===== src/rtl/fpu_control_word_apply.sv =====
// fpu_control_word_apply
//
// Takes control-word writes from the FPU control register and holds each one
// as pending. A pending word is committed to the core's active control fields
// only on an edge where the core is idle. This keeps rounding and precision
// from changing in the middle of an instruction. The block also registers the
// FERR request from the core's sticky exception flags and the active masks.
//
// Ports:
//   clk               system clock, rising edge
//   reset             synchronous, active-low reset
//   control_word_in   16-bit word from the control register
//   control_write     one-cycle write strobe
//   fpu_busy          core is executing; a high value blocks commit
//   status_exceptions sticky flags {PE,UE,OE,ZE,DE,IE}
//   active_cw         committed control word
//   exception_mask    active_cw[5:0]
//   precision_ctl     active_cw[9:8]
//   rounding_ctl      active_cw[11:10]
//   infinity_ctl      active_cw[12]
//   cw_pending        a write is waiting to be committed
//   cw_applied        one-cycle pulse after a commit edge
//   cw_overwritten    one-cycle pulse when an uncommitted word was replaced
//   apply_timeout     sticky; a write waited BUSY_TIMEOUT busy cycles
//   ferr_req          registered FPU error request

module fpu_control_word_apply #(
  parameter int BUSY_TIMEOUT = 255
) (
  input  logic        clk,
  input  logic        reset,
  input  logic [15:0] control_word_in,
  input  logic        control_write,
  input  logic        fpu_busy,
  input  logic [5:0]  status_exceptions,
  output logic [15:0] active_cw,
  output logic [5:0]  exception_mask,
  output logic [1:0]  precision_ctl,
  output logic [1:0]  rounding_ctl,
  output logic        infinity_ctl,
  output logic        cw_pending,
  output logic        cw_applied,
  output logic        cw_overwritten,
  output logic        apply_timeout,
  output logic        ferr_req
);

  typedef enum logic {
    IDLE,
    PENDING
  } state_t;

  localparam logic [15:0] ACTIVE_RESET = 16'h037F;
  localparam logic [15:0] TIMEOUT_LAST = 16'(BUSY_TIMEOUT - 1);

  state_t      state, state_nxt;
  logic [15:0] active_q, active_nxt;
  logic [15:0] pending_q, pending_nxt;
  logic [15:0] wait_q, wait_nxt;
  logic        timeout_q, timeout_nxt;
  logic        applied_nxt;
  logic        overwritten_nxt;
  logic        ferr_nxt;

  // Next-state logic for the commit FSM and its datapath registers.
  // An idle edge in PENDING always commits the held word. A write on that
  // same edge simply becomes the next pending word, so nothing is lost and
  // no overwrite is reported.
  always_comb begin
    state_nxt       = state;
    active_nxt      = active_q;
    pending_nxt     = pending_q;
    wait_nxt        = wait_q;
    timeout_nxt     = timeout_q;
    applied_nxt     = 1'b0;
    overwritten_nxt = 1'b0;

    case (state)
      IDLE: begin
        if (control_write) begin
          pending_nxt = control_word_in;
          wait_nxt    = 16'h0000;
          state_nxt   = PENDING;
        end
      end

      PENDING: begin
        if (!fpu_busy) begin
          active_nxt  = pending_q;
          applied_nxt = 1'b1;
          timeout_nxt = 1'b0;
          if (control_write) begin
            pending_nxt = control_word_in;
            wait_nxt    = 16'h0000;
          end else begin
            state_nxt = IDLE;
          end
        end else if (control_write) begin
          // The core is still busy, so the last write wins.
          pending_nxt     = control_word_in;
          overwritten_nxt = 1'b1;
          wait_nxt        = 16'h0000;
        end else begin
          // A timeout is only reported. It never forces a commit.
          if (wait_q == TIMEOUT_LAST) begin
            timeout_nxt = 1'b1;
          end
          if (wait_q != 16'hFFFF) begin
            wait_nxt = wait_q + 16'h0001;
          end
        end
      end

      default: state_nxt = IDLE;
    endcase

    // This uses the pre-edge mask. A commit that unmasks a set flag
    // therefore raises the request one edge later.
    ferr_nxt = ~active_q[7] & (|(status_exceptions & ~active_q[5:0]));
  end

  always_ff @(posedge clk) begin
    if (!reset) begin
      state          <= IDLE;
      active_q       <= ACTIVE_RESET;
      pending_q      <= 16'h0000;
      wait_q         <= 16'h0000;
      timeout_q      <= 1'b0;
      cw_applied     <= 1'b0;
      cw_overwritten <= 1'b0;
      ferr_req       <= 1'b0;
    end else begin
      state          <= state_nxt;
      active_q       <= active_nxt;
      pending_q      <= pending_nxt;
      wait_q         <= wait_nxt;
      timeout_q      <= timeout_nxt;
      cw_applied     <= applied_nxt;
      cw_overwritten <= overwritten_nxt;
      ferr_req       <= ferr_nxt;
    end
  end

  assign active_cw      = active_q;
  assign exception_mask = active_q[5:0];
  assign precision_ctl  = active_q[9:8];
  assign rounding_ctl   = active_q[11:10];
  assign infinity_ctl   = active_q[12];
  assign cw_pending     = (state == PENDING);
  assign apply_timeout  = timeout_q;

endmodule


===== config.mk =====
export PLATFORM = sky130hd
export DESIGN_NAME = fpu_control_word_apply
export DESIGN_NICKNAME = d
export VERILOG_FILES = /design/src/rtl/fpu_control_word_apply.sv
export SDC_FILE = /design/constraint.sdc
export NUM_CORES = 1
export LEC_CHECK = 0
export ABC_AREA = 1
export CAP_MARGIN = 20
export CELL_PAD_IN_SITES_DETAIL_PLACEMENT = 1
export CELL_PAD_IN_SITES_GLOBAL_PLACEMENT = 2
export CORE_MARGIN = 2
export CORE_UTILIZATION = 25
export DETAILED_ROUTE_END_ITERATION = 16
export PLACE_DENSITY_LB_ADDON = 0.1
export SLEW_MARGIN = 10
export SYNTH_ARGS = -nofsm -noshare
export SYNTH_HDL_FRONTEND = slang
export SYNTH_SLANG_ARGS = --single-unit

===== constraint.sdc =====
create_clock -name clk -period 1.5 [get_ports clk]
set_input_delay 0.15 -clock clk [delete_from_list [all_inputs] [get_ports clk]]
set_output_delay 0.15 -clock clk [all_outputs]
set_load 0.02 [all_outputs]

==> reports/summary.txt <==
number of antenna-violating nets in the routed design: 0
count of nets after finishing: 436
Placed Instances: 519
final hold violation count: 0
Worst Path Max Fanout: 3
area occupied by registers: 0.00108 mm^2
CP required: 1350 ps
Worst Clk Skew: 14.5 ps
largest voltage drop on the vdd net: 359 uV
vias: 2339
clock network power share: 36.4%
maximum number of pins on one net before global-route repair: 19
worst hold endpoint: pending_q[8]
count of final setup violators: 0
antenna violations before repair: 0
remaining routing DRC violations: 0
slack of the worst reg-to-reg path: 70 ps
post-synthesis average cell area: 7.42 um^2
Final Routed Wirelength: 7380 um
initial drt markers: 32
Longest Clk Path Bufs: 2
cell type with the largest total area after synthesis: dfxtp_1
setup repair after global routing missed its margin: true
total area of multi-input combinational cells: 0.00120 mm^2
Cell Chain, Critical Path: clkdlybuf4s50_1
GR Util All Layers: 14.5%
worst hold start: control_word_in[8]
Inserted Clock Buffers: 5
post-cts hold buffer count: 0
Via-to-Cell Ratio: 4.35
slowest cell on the critical path: clkdlybuf4s50_1
power density cells: 805 mW/mm^2
Worst setup SP type: flop
synth top area cells: dfxtp_1, nand3_1, nand2_1
vias in the first global route: 2384
clock latency reported for the late side of the worst-skew pair: 320 ps
number of fill cells: 1156
part of the power in combinational logic: 12.5%
sequential power share: 51.1%
Overflow after GRT: 0
number of instances in the synthesized netlist: 327
core area: 0.00933 mm^2
sw power: 756 uW
Warnings, synthesis: 0
top-area cell type share of the netlist area: 43.8%
standard-cell row count: 35
H-tree level count: 2
io pins: 58
post-synthesis sequential area ratio: 43.8%
static leakage power: 0.00147 uW
overall die area: 0.0105 mm^2
setup TNS after final layout: 0 ps
switching share of power: 26.1%
summed instance area of the synthesized netlist: 0.00242 mm^2
timing-limited maximum frequency: 690 MHz
max-cap viol count: 0
number of flip-flops and latches in the synthesized netlist: 53
layout overhead on the synthesized area: 48.3%
WL per Instance: 13.7 um
overall die height: 102 um
number of search-and-repair iterations in the first detailed-routing pass: 4
CTS tree: yes
post-route fraction of the period consumed by the critical path: 96.6%
Period minus WS final: 1450 ps
count of placed standard cells in the final layout, fillers left out: 538
r2r worst-path depth: 9
path category of the worst min-delay check: primary input to flop
Crit Reg-Reg Startpoint: wait_q[0]
count of inserted antenna diode cells: 0
Sink Count: 53
Slew headroom: 65.2%
actual transition at the worst max-transition pin: 522 ps
starting utilization of the core area: 26.0%
die outline width: 102 um
Top delay family on crit path: buffers and inverters
clock transition at the registers of the reported paths: 110 ps
Post-Synthesis Net Count: 355
Post-DP HPWL: 5360 um
layout cell share with drive strength beyond 1: 23.7%
worst setup slack after placement: -219 ps
Netlist cell types: 25
number of cells on the worst hold path: 3
outcome: completed
Routability Congestion: 0.757
Max Transition Viols Final: 0
Reg-to-Reg End: wait_q[11]
P_int: 2140 uW
buffers and inverters on the worst path: 1
kind of critical path: flop to primary output
buffers added on ports: 57
worst-case setup margin in the final layout: 50.8 ps
global-route wire length before repair: 11700 um
WP data arrival: 1300 ps
element type at the critical path end: primary output
total power: 2900 uW
critical path's largest stage delay: 610 ps
Clock Tree Root: clkbuf_8
through the flow:
| stage | hold WS [ps] | util (%) | instance area, um^2 |
|---|---|---|---|
| 4_1_cts | 408 | 36.3 | 3380 |
| 3_5_place_dp | 441 | 34.4 | 3210 |
| 5_1_grt | 412 | 38.6 | 3600 |
| 6_report | 416 | 38.6 | 3600 |
| 2_1_floorplan | 280 | - | 2420 |
| 3_3_place_gp | 435 | 34.4 | 3210 |
power by group through the flow:
stage	clock, uW	combinational (uW)	sequential (uW)
6_report	1050	361	1480
4_1_cts	1090	370	1480
3_3_place_gp	0	375	1510
3_5_place_dp	0	377	1520
2_1_floorplan	0	156	1540
5_1_grt	1150	397	1490
cells in the mapped netlist:
cell type / instances
nand3b_1: 3
o22ai_1: 3
buf_2: 3
o21ai_0: 24
nand2_1: 46
buf_4: 13
dfxtp_1: 53
nor2_2: 2
nand3_2: 4
inv_2: 1
clkinv_4: 1
nor2_1: 40
clkbuf_1: 2
nor2_4: 5
nor3_1: 9
nand4_1: 3
buf_6: 2
o21bai_1: 1
a21oi_1: 26
inv_1: 41
clkinv_1: 2
nand2_4: 3
nand2_2: 3
ha_1: 2
nand3_1: 35
worst max path at each step:
stage / startpoint / endpoint / slack, ps / cells after the start
after CTS: active_cw[5] / exception_mask[5] / 0.03 / 1
after global placement: control_write / pending_q[3] / -180 / 5
after detailed placement: fpu_busy / wait_q[9] / -220 / 8
after global routing: wait_q[1] / wait_q[0] / -30 / 9
after floorplan: wait_q[1] / wait_q[11] / 30 / 9
final: active_cw[8] / precision_ctl[0] / 50 / 1
per-layer routing:
layer  GRT usage [%]  part of all wire, %  vias to the layer above
met1            18.6                   48                     1097
met2            24.2                   48                       31
li1                -                    -                     1205
met3            2.80                  3.0                        6
met4            4.82                  1.2                        0
met5               0                    0                        -
cell usage in the layout, fill, tap and decap left out, types with 2 or more instances in the layout:
cell             instances
nor2_2                   3
buf_4                   34
nand2_4                  4
dlygate4sd2_1            8
nand2_2                  3
a21oi_2                  7
clkinv_1                 2
clkinv_4                 2
nand3b_1                 3
nor3_1                   7
nand3_2                  9
nand2_1                 45
dlymetal6s2s_1          13
dfxtp_2                  9
clkdlybuf4s50_1         36
nor2_4                   9
nand4_1                  3
nor2_1                  35
o21ai_0                 24
inv_1                   39
inv_2                    2
o22ai_1                  3
clkbuf_8                 5
nand3_1                 30
dfxtp_1                 43
a21oi_1                 19
cell families after synthesis:
kind of cell / share of synthesized area (%)
simple gates: 30.8
flops: 43.8
buf+inv: 13.1
fa+ha+maj: 1.03
compound gates: 11.4
repair_timing:
| item | in CTS | in global routing |
|---|---|---|
| resized for setup | 17 | 49 |
| setup buffers | 2 | 7 |
| setup endpoints to repair | 24 | 28 |
| pin swaps | 2 | 13 |
| cloned | 1 | 1 |
cell type report:
cell class	count	area share, %
inverters	45	4.90
clock inverters	3	1.39
well taps	129	4.49
clock buffers	5	1.91
repair buffers	92	23.9
flip-flops and latches	53	29.9
multi-input cells	211	33.5
registers in the layout, summed over array words and instances, names as in the netlist:
signal and flops:
cw_applied 1, apply_timeout 1, wait_q 16, active_cw 16, ferr_req 1, cw_pending 1
cw_overwritten 1, pending_q 16
Note: power is estimated with default switching activity, not from simulation.
